File: config.mk
export PLATFORM = sky130hd
export DESIGN_NAME = i2s_dac_tx
export DESIGN_NICKNAME = d
export VERILOG_FILES = /design/src/rtl/i2s_dac_tx.sv
export SDC_FILE = /design/constraint.sdc
export NUM_CORES = 1
export LEC_CHECK = 0
export CORE_MARGIN = 4
export CORE_UTILIZATION = 54
export CTS_CLUSTER_SIZE = 24
export DETAILED_ROUTE_END_ITERATION = 16
export DONT_BUFFER_PORTS = 1
export PLACE_DENSITY_LB_ADDON = 0.3
export SETUP_SLACK_MARGIN = 0.02
export SLEW_MARGIN = 20
export SYNTH_ARGS = -nofsm -noshare
export SYNTH_HDL_FRONTEND = slang
export SYNTH_SLANG_ARGS = --single-unit
File: constraint.sdc
create_clock -name CLOCK_50 -period 2 [get_ports CLOCK_50]
set_clock_uncertainty 0.05 [all_clocks]
set_input_delay 0.3 -clock CLOCK_50 [delete_from_list [all_inputs] [get_ports CLOCK_50]]
set_output_delay 0.3 -clock CLOCK_50 [all_outputs]
set_load 0.05 [all_outputs]
File: src/rtl/i2s_dac_tx.sv
// i2s_dac_tx -- I2S serializer for the codec DAC data line.
//
// The codec is the I2S clock master: aud_bclk and aud_daclrck arrive
// asynchronously and are synchronized into the CLOCK_50 domain, then edge
// detected. A one-pair holding register decouples the producer from the
// frame timing. Each left frame start moves the held pair into the transmit
// registers. If no pair is held, the left frame start flags an underrun.
//
// Optional build macro:
//   I2S_TX_UNDERRUN_ZERO_EN  -- on underrun transmit silence (zero words)
//                               instead of repeating the previous pair.
module i2s_dac_tx #(
  parameter int DATA_WIDTH  = 24,
  parameter int SYNC_STAGES = 2
) (
  input  logic                  CLOCK_50,
  input  logic                  reset,
  input  logic                  aud_bclk,
  input  logic                  aud_daclrck,
  input  logic [DATA_WIDTH-1:0] left_data,
  input  logic [DATA_WIDTH-1:0] right_data,
  input  logic                  sample_valid,
  output logic                  sample_ready,
  output logic                  aud_dacdat,
  output logic                  frame_start,
  output logic                  underrun
);

  localparam int CNT_W = $clog2(DATA_WIDTH + 1);
  localparam logic [CNT_W-1:0] CNT_FULL = CNT_W'(DATA_WIDTH);

  typedef enum logic [1:0] {
    ST_IDLE  = 2'd0,
    ST_LEFT  = 2'd1,
    ST_RIGHT = 2'd2
  } state_t;

  // Synchronizer chains and edge-detect registers
  logic [SYNC_STAGES-1:0] bclk_sync_r;
  logic [SYNC_STAGES-1:0] lrck_sync_r;
  logic                   bclk_dly_r;
  logic                   lrck_dly_r;
  logic                   bclk_fall_r;
  logic                   lrck_fall_r;
  logic                   lrck_rise_r;

  // Control FSM
  state_t state_r;
  state_t state_nxt_s;
  logic   enter_left_s;
  logic   enter_right_s;
  logic   active_s;
  logic   shift_s;
  logic   zero_s;

  // Holding and transmit datapath
  logic                  accept_s;
  logic                  hold_full_r;
  logic [DATA_WIDTH-1:0] hold_l_r;
  logic [DATA_WIDTH-1:0] hold_r_r;
  logic [DATA_WIDTH-1:0] tx_l_r;
  logic [DATA_WIDTH-1:0] tx_r_r;
  logic [DATA_WIDTH-1:0] left_src_s;
  logic [DATA_WIDTH-1:0] shift_r;
  logic [CNT_W-1:0]      bit_cnt_r;
  logic                  dacdat_r;
  logic                  frame_start_r;
  logic                  underrun_r;

  // Bring both codec clocks into the CLOCK_50 domain through identical chains
  always_ff @(posedge CLOCK_50) begin
    if (reset) begin
      bclk_sync_r <= {SYNC_STAGES{1'b0}};
      lrck_sync_r <= {SYNC_STAGES{1'b0}};
    end else begin
      bclk_sync_r <= {bclk_sync_r[SYNC_STAGES-2:0], aud_bclk};
      lrck_sync_r <= {lrck_sync_r[SYNC_STAGES-2:0], aud_daclrck};
    end
  end

  // Registered edge detection; bclk and lrck stay cycle-aligned with each other
  always_ff @(posedge CLOCK_50) begin
    if (reset) begin
      bclk_dly_r  <= 1'b0;
      lrck_dly_r  <= 1'b0;
      bclk_fall_r <= 1'b0;
      lrck_fall_r <= 1'b0;
      lrck_rise_r <= 1'b0;
    end else begin
      bclk_dly_r  <= bclk_sync_r[SYNC_STAGES-1];
      lrck_dly_r  <= lrck_sync_r[SYNC_STAGES-1];
      bclk_fall_r <= bclk_dly_r & ~bclk_sync_r[SYNC_STAGES-1];
      lrck_fall_r <= lrck_dly_r & ~lrck_sync_r[SYNC_STAGES-1];
      lrck_rise_r <= ~lrck_dly_r & lrck_sync_r[SYNC_STAGES-1];
    end
  end

  // FSM state register
  always_ff @(posedge CLOCK_50) begin
    if (reset) begin
      state_r <= ST_IDLE;
    end else begin
      state_r <= state_nxt_s;
    end
  end

  // FSM next-state: a left start always wins, a right start only counts once framed
  always_comb begin
    state_nxt_s = state_r;
    case (state_r)
      ST_IDLE: begin
        if (lrck_fall_r) state_nxt_s = ST_LEFT;
        else             state_nxt_s = ST_IDLE;
      end
      ST_LEFT: begin
        if (lrck_rise_r)      state_nxt_s = ST_RIGHT;
        else if (lrck_fall_r) state_nxt_s = ST_LEFT;
        else                  state_nxt_s = ST_LEFT;
      end
      ST_RIGHT: begin
        if (lrck_fall_r) state_nxt_s = ST_LEFT;
        else             state_nxt_s = ST_RIGHT;
      end
      default: state_nxt_s = ST_IDLE;
    endcase
  end

  // FSM outputs: channel loads, and shift/zero strobes that any LR edge suppresses
  always_comb begin
    enter_left_s  = 1'b0;
    enter_right_s = 1'b0;
    active_s      = 1'b0;
    shift_s       = 1'b0;
    zero_s        = 1'b0;
    case (state_r)
      ST_IDLE: begin
        enter_left_s = lrck_fall_r;
      end
      ST_LEFT: begin
        active_s      = 1'b1;
        enter_left_s  = lrck_fall_r;
        enter_right_s = lrck_rise_r;
      end
      ST_RIGHT: begin
        active_s      = 1'b1;
        enter_left_s  = lrck_fall_r;
        enter_right_s = lrck_rise_r;
      end
      default: begin
        active_s = 1'b0;
      end
    endcase
    if (active_s && bclk_fall_r && !lrck_fall_r && !lrck_rise_r) begin
      if (bit_cnt_r < CNT_FULL) shift_s = 1'b1;
      else                      zero_s  = 1'b1;
    end else begin
      shift_s = 1'b0;
      zero_s  = 1'b0;
    end
  end

  // A pair is accepted only into an empty holding register
  assign accept_s = sample_valid & ~hold_full_r;

  // Word loaded into the shifter at a left start: fresh pair, else underrun policy
  always_comb begin
    left_src_s = tx_l_r;
    if (hold_full_r) begin
      left_src_s = hold_l_r;
    end else begin
`ifdef I2S_TX_UNDERRUN_ZERO_EN
      left_src_s = {DATA_WIDTH{1'b0}};
`else
      left_src_s = tx_l_r;
`endif
    end
  end

  // Holding register handshake and pair transfer into the transmit registers
  always_ff @(posedge CLOCK_50) begin
    if (reset) begin
      hold_full_r   <= 1'b0;
      hold_l_r      <= {DATA_WIDTH{1'b0}};
      hold_r_r      <= {DATA_WIDTH{1'b0}};
      tx_l_r        <= {DATA_WIDTH{1'b0}};
      tx_r_r        <= {DATA_WIDTH{1'b0}};
      frame_start_r <= 1'b0;
      underrun_r    <= 1'b0;
    end else begin
      frame_start_r <= 1'b0;
      underrun_r    <= 1'b0;
      if (accept_s) begin
        hold_l_r    <= left_data;
        hold_r_r    <= right_data;
        hold_full_r <= 1'b1;
      end else if (enter_left_s && hold_full_r) begin
        tx_l_r        <= hold_l_r;
        tx_r_r        <= hold_r_r;
        hold_full_r   <= 1'b0;
        frame_start_r <= 1'b1;
      end else if (enter_left_s) begin
        underrun_r <= 1'b1;
`ifdef I2S_TX_UNDERRUN_ZERO_EN
        tx_l_r <= {DATA_WIDTH{1'b0}};
        tx_r_r <= {DATA_WIDTH{1'b0}};
`endif
      end else begin
        hold_full_r <= hold_full_r;
      end
    end
  end

  // Serializer: LR edges reload and hold the line, bclk falls shift MSB first
  always_ff @(posedge CLOCK_50) begin
    if (reset) begin
      shift_r   <= {DATA_WIDTH{1'b0}};
      bit_cnt_r <= {CNT_W{1'b0}};
      dacdat_r  <= 1'b0;
    end else if (enter_left_s) begin
      shift_r   <= left_src_s;
      bit_cnt_r <= {CNT_W{1'b0}};
    end else if (enter_right_s) begin
      shift_r   <= tx_r_r;
      bit_cnt_r <= {CNT_W{1'b0}};
    end else if (shift_s) begin
      dacdat_r  <= shift_r[DATA_WIDTH-1];
      shift_r   <= {shift_r[DATA_WIDTH-2:0], 1'b0};
      bit_cnt_r <= bit_cnt_r + CNT_W'(1);
    end else if (zero_s) begin
      dacdat_r <= 1'b0;
    end else begin
      dacdat_r <= dacdat_r;
    end
  end

  assign sample_ready = ~hold_full_r;
  assign aud_dacdat   = dacdat_r;
  assign frame_start  = frame_start_r;
  assign underrun     = underrun_r;

endmodule

==> results of run 1 <==
[synthesized netlist by cell type (all sizes together)]
| master | n | area (sq um) |
|---|---|---|
| a32o | 23 | 230 |
| a22oi | 1 | 7.51 |
| buf | 21 | 120 |
| dfxtp | 140 | 2800 |
| nand3b | 1 | 7.51 |
| a21oi | 99 | 495 |
| a221oi | 1 | 8.76 |
| clkbuf | 33 | 124 |
| a41oi | 1 | 8.76 |
| nand3 | 51 | 255 |
| nor3 | 2 | 10.0 |
| xor2 | 3 | 26.3 |
| nand2 | 244 | 926 |
| a211oi | 1 | 7.51 |
| a31oi | 2 | 27.5 |
| o21ai | 1 | 5.00 |
| nor3b | 2 | 15.0 |
| nor4bb | 1 | 10.0 |
| inv | 4 | 15.0 |
| nor4 | 1 | 6.26 |
| nor2b | 9 | 56.3 |
| nand2b | 3 | 18.8 |
| and3 | 1 | 6.26 |
| nor2 | 7 | 26.3 |
| ha | 6 | 75.1 |
| mux2i | 24 | 240 |
[cell families (layout without fill, tap and decap cells)]
| group | count (synthesis) | in the layout | share of synthesized area |
|---|---|---|---|
| fa+ha+maj | 6 | 6 | 0.0136 |
| xor+xnor | 3 | 3 | 0.00475 |
| flops | 140 | 140 | 0.507 |
| compound gates | 129 | 129 | 0.143 |
| mux | 24 | 24 | 0.0434 |
| buf+inv | 58 | 119 | 0.0468 |
| simple gates | 322 | 322 | 0.242 |
[stage by stage]
stage                     setup WS (ps)  power (uW)  cells
after detailed placement           18.3        3200    781
after global routing               9.69        6880    876
after CTS                          36.7        6670    873
final                              89.9        6670    876
after global placement              132        3190    781
after floorplan                    99.1        3160    682
[routing by layer]
layer	GRT usage	vias up	wire length, um
met4	0.0917	0	197
met2	0.382	147	6550
li1	-	2389	-
met1	0.313	2286	6080
met5	0	-	0
met3	0.0557	19	760
[worst max-delay path, cell delays in order, from the launching register on]
cell and delay [ps]:
dfxtp_2 350, inv_1 90, ha_4 300, nor4bb_2 200, buf_4 180, nand2_4 70
a31oi_4 230, clkbuf_16 210, a32o_1 170
[sequential cells by signal, indices dropped and copies added, names as in the netlist, 2 cells and up]
name         flops
bclk_sync_r      2
bit_cnt_r        5
hold_l_r        24
hold_r_r        24
lrck_sync_r      2
shift_r         24
state_r          2
tx_l_r          24
tx_r_r          24
[power breakdown]
group          leakage [uW]  switching, uW  internal, uW  total, uW
logic               0.00120            197           186        383
clock network      0.000307           1140          2250       3380
registers           0.00114           46.5          2860       2900
[final timing paths]
path	startpoint	endpoint	slack [ps]	depth (start not counted)
min	reset	bit_cnt_r[1]	50	2
max reg2reg	state_r[1]	shift_r[4]	90	8
max	state_r[1]	shift_r[4]	90	8
min reg2reg	lrck_dly_r	lrck_rise_r	380	1
[layout make-up]
class                   instances  area share
flip-flops and latches        140       0.398
multi-input cells             484       0.355
repair buffers                 84       0.131
clock buffers                  21      0.0651
clock inverters                10      0.0264
well taps                     133      0.0236
inverters                       4     0.00213
[repair_timing]
| item | in CTS | in global routing |
|---|---|---|
| hold endpoints to repair | 112 | 0 |
| pin swaps | 0 | 1 |
| setup endpoints to repair | 23 | 35 |
| hold buffers | 60 | 0 |
| gates resized for setup | 2 | 6 |
| setup buffers | 1 | 1 |
| gates cloned | 0 | 2 |
==> summary.txt, run 1 <==
Status
  – Outcome: complete, no violations

Timing
  – Hold Violations, Final: 0
  – Tcrit/Tclk final: 0.955
  – Final setup viols: 0
  – RSZ-0062 raised after global routing: true
  – Actual slew at the worst max-slew pin: around 500 ps
  – Relative slew slack: 0.659
  – F_max: 0.524 GHz
  – Setup TNS: 0 ps
  – Slew Viols, Final: 0
  – Hold Slack: between 40 and 50 ps
  – Tmin final: ~1900 ps

Final layout
  – Finished Cell Area: approximately 7100 sq um
  – FF+latch area: about 2800 sq um
  – Ratio of cells with drive above 1 in the final layout: 0.0875
  – Multi-input logic area: ~2500 sq um
  – Layout area overhead: 27.5%
  – Antenna Cells: 0
  – Most common cell after layout, fill and taps aside: nand2_1
  – Final Util: 0.715
  – Final net count: 790
  – Most frequent cells in the layout: nand2_1 (241), dfxtp_1 (138), a21oi_1 (99), dlygate4sd3_1 (59), nand3_1 (51)
  – Fillers: 718

Detailed routing
  – Vias: 4841
  – DRT iter0 DRCs: 312
  – WL/cell: 15.5 um
  – DRC viols: 0
  – DR pass1 iterations: 5
  – Detailed Route WL: 13600 um
  – Number of routed nets with antenna violations: 0
  – Vias/cell: approximately 5.5

Worst setup path
  – Critical path type: flip-flop to flip-flop
  – CP max FO: 11
  – Critical Path AT: about 2300 ps
  – Worst setup EP type: flip-flop
  – Critical Path Source Type: flip-flop
  – Worst EP required: 2400 ps

Yosys
  – Distinct cells, synth: 32
  – #FFs+latches synth: 140
  – Synth Cell Area: 5530 sq um
  – Syn Area/Cell: 8.11 sq um
  – Syn Nets: 741
  – Synth Instances: about 680
  – YS warnings: 0
  – Seq/Total Area, Yosys: 0.507

GRT
  – Largest net degree at the start of global routing: 90
  – Initial antenna violation count: 0
  – GRT Overall Usage: 0.238
  – Vias in the first global route: 4654
  – Total grt overflow: 0
  – First-pass GRT wire length: 22400 um

CTS
  – Worst skew pair latency: 510 ps
  – CTS clk-pin slew, worst paths: 60 ps
  – Clk sinks: 140
  – CTS tree: yes
  – Clk buf depth: 2
  – H-tree levels: 4
  – Total CTS buffers: 17
  – Root Driver: clkbuf_8

Min path
  – Hold Path Class: primary input to flip-flop

Power
  – Maximum VDD drop: 0.693 mV
  – PD cells: 945 nW/um^2
  – Pleak: 0.00264 uW

Placement
  – Buffers on Ports: 0
  – Placement-stage cell area: 5680 sq um
  – GPL Wtd Cong: 0.831
  – DP HPWL: ~7800 um

Floorplan
  – Die Wd: 109 um
  – Core ar.: 9860 sq um
  – Die Span Y: 109 um
  – Num rows: 36
  – I/O pin count: 57
  – Full die area: around 12000 sq um
  – Initial Utilization: 0.561

Job
  – Max Cap Viol: 0
Power figures use the tool's default switching activity.
==> run 2: changes to the inputs <==
CORE_MARGIN = default   (was 4)
PLACE_DENSITY_LB_ADDON = 0.15   (was 0.3)
==> summary.txt, run 2 (synthesis gave the netlist of run 1 again) <==
Placement
  – DP HPWL: 7480 um (-4.3%)
  – GPL Wtd Cong: 0.811 (-2.4%)
  – Buffers on Ports: 0 (unchanged)
  – Post-place setup slack: -24.1 ps (-42.4 ps)

Floorplan
  – I/O pin count: 57 (unchanged)
  – Full die area: 10700 sq um (-11%)
  – Die Span Y: 103 um (-5.5%)
  – Initial Utilization: 0.561 (unchanged)
  – Num rows: 36 (unchanged)
  – Die Wd: 103 um (-5.5%)
  – Core ar.: 9860 sq um (unchanged)

Worst setup path
  – Most used cell, CP: nand2_1
  – Worst setup EP type: flip-flop
  – CP max FO: 48 (+37)
  – CP cell instances: inv_1 -> nand2_1 -> buf_6 -> nand2_1 -> a21oi_1 -> dlygate4sd3_1
  – Critical path type: flip-flop to flip-flop
  – Critical Path Source Type: flip-flop
  – CP max stage delay: 550 ps (+200 ps)
  – Critical-path top delay cell: dlygate4sd3_1
  – Critical Path AT: 2300 ps (about the same)
  – Worst EP required: 2430 ps (+30 ps)

CTS
  – Root Driver: clkbuf_8
  – Clk buf depth: 2 (unchanged)
  – Worst skew pair latency: 540 ps (+30 ps)
  – H-tree levels: 4 (unchanged)
  – Clk sinks: 140 (unchanged)
  – CTS clk-pin slew, worst paths: 60 ps (about the same)
  – Total CTS buffers: 17 (unchanged)
  – CTS tree: yes

GRT
  – Initial antenna violation count: 0 (unchanged)
  – Vias in the first global route: 4371 (-6.1%)
  – Total grt overflow: 0 (unchanged)
  – Largest net degree at the start of global routing: 91 (+1.1%)
  – First-pass GRT wire length: 20400 um (-8.9%)
  – GRT Overall Usage: 0.255 (+0.0167)

Detailed routing
  – DR WL met3: 542 um (-29%)
  – DR pass1 iterations: 5 (unchanged)
  – Top Metal Used: met4
  – WL/cell: 14.6 um (-6.0%)
  – Vias/cell: 5.41 (-2.0%)
  – Post-Route M1 WL: 6110 um (+0.48%)
  – Detailed Route WL: 12700 um (-6.3%)
  – DRT iter0 DRCs: 246 (-21%)
  – WL met2: 5920 um (-9.7%)
  – DRC viols: 0 (unchanged)
  – Number of routed nets with antenna violations: 0 (unchanged)
  – Vias: 4727 (-2.4%)

Timing
  – Slew Viols, Final: 0 (unchanged)
  – Actual slew at the worst max-slew pin: 516 ps (+5.82 ps)
  – Tcrit/Tclk final: 0.937 (-0.0177)
  – Final setup viols: 0 (unchanged)
  – Hold Slack: 58.6 ps (+13.0 ps)
  – Tmin final: 1870 ps (-35.5 ps)
  – Min setup slack post-route: 125 ps (+35.5 ps)
  – Hold Violations, Final: 0 (unchanged)
  – F_max: 0.533 GHz (+1.9%)
  – Setup TNS: 0 ps (unchanged)
  – RSZ-0062 raised after global routing: true
  – Relative slew slack: 0.655 (-0.00389)

Power
  – PD cells: 945 nW/um^2 (about the same)
  – Maximum VDD drop: 0.660 mV (-4.7%)
  – Gate power share: 0.056 (about the same)
  – Clk pwr share: 0.505 (-0.002)
  – Internal power: 5190 uW (-1.8%)
  – Final total power: 6600 uW (-1.1%)
  – Flop pwr share: 0.439 (+0.004)
  – Sw frac: 0.213 (+0.00580)
  – Sw power: 1410 uW (+1.7%)
  – Pleak: 0.00260 uW (-1.4%)

Final layout
  – Final Util: 0.708 (-0.00748)
  – Final net count: 786 (-0.51%)
  – Most frequent cells in the layout: nand2_1 (242), dfxtp_1 (138), a21oi_1 (99), dlygate4sd3_1 (57), nand3_1 (51)
  – Antenna Cells: 0 (unchanged)
  – Multi-input logic area: 2510 sq um (+0.35%)
  – Ratio of cells with drive above 1 in the final layout: 0.0851 (-0.00235)
  – Layout area overhead: 26.2%
  – Most common cell after layout, fill and taps aside: nand2_1
  – FF+latch area: 2810 sq um (about the same)
  – Fillers: 741 (+3.2%)

Job
  – Max Cap Viol: 0 (unchanged)

Status
  – Outcome: complete, no violations

Min path
  – Hold Path Class: primary input to flip-flop
==> run 2: cell types whose count changed in the layout (fill, tap and decap cells not counted), sizes merged <==
cell / change
clkinvlp: -2
clkinv: +3
dlygate4sd3: -2
bufinv: -1
inv: -1
==> run 2: metal layers <==
layer | vias up | global-route usage
met4 | 0 | 0.0997
met2 | 115 | 0.404
met3 | 16 | 0.0692
met1 | 2216 | 0.333
met5 | - | 0
li1 | 2380 | -
==> run 2: final cells by class <==
| class | count | area share |
|---|---|---|
| Inverter | 4 | 0.00215 |
| Multi-Input combinational cell | 484 | 0.360 |
| Timing Repair Buffer | 80 | 0.121 |
| Tap cell | 133 | 0.0238 |
| Clock buffer | 23 | 0.0683 |
| Clock inverter | 9 | 0.0228 |
| Sequential cell | 140 | 0.402 |
==> run 2: metrics by stage <==
stage / cell area (sq um) / instances
6_report: 6980 / 873
5_1_grt: 6980 / 873
4_1_cts: 6930 / 871
3_5_place_dp: 5660 / 780
3_3_place_gp: 5660 / 780
2_1_floorplan: 5530 / 682
==> run 2: worst max-delay path, delay by kind of cell, from the launching register on <==
family | cells | cell delay, ps
AOI/OAI and AO/OA | 1 | 160
buffers and inverters | 3 | 990
DFF | 1 | 370
and+or+nand+nor | 2 | 220
==> run 2: power groups by stage <==
stage | Clock [uW] | Combinational (uW) | Sequential [uW]
2_1_floorplan | 0 | 211 | 2940
3_3_place_gp | 0 | 227 | 2950
3_5_place_dp | 0 | 235 | 2960
4_1_cts | 3360 | 355 | 2900
5_1_grt | 3480 | 408 | 2910
6_report | 3330 | 368 | 2900
==> run 2: final timing paths <==
check	from	endpoint	slack (ps)	depth (start not counted)
worst min register to register	lrck_dly_r	lrck_rise_r	370	1
worst max-delay path	hold_full_r	hold_l_r[15]	130	6
worst max register to register	hold_full_r	hold_l_r[15]	130	6
worst min-delay path	reset	bit_cnt_r[1]	60	3
==> run 2: what timing repair did <==
item | 4_1_cts | 5_1_grt
setup endpoints to repair | 23 | 38
hold buffers | 58 | 0
pin swaps | 0 | 0
hold endpoints to repair | 112 | 0
buffers inserted | 1 | 2
gates resized for setup | 6 | 6
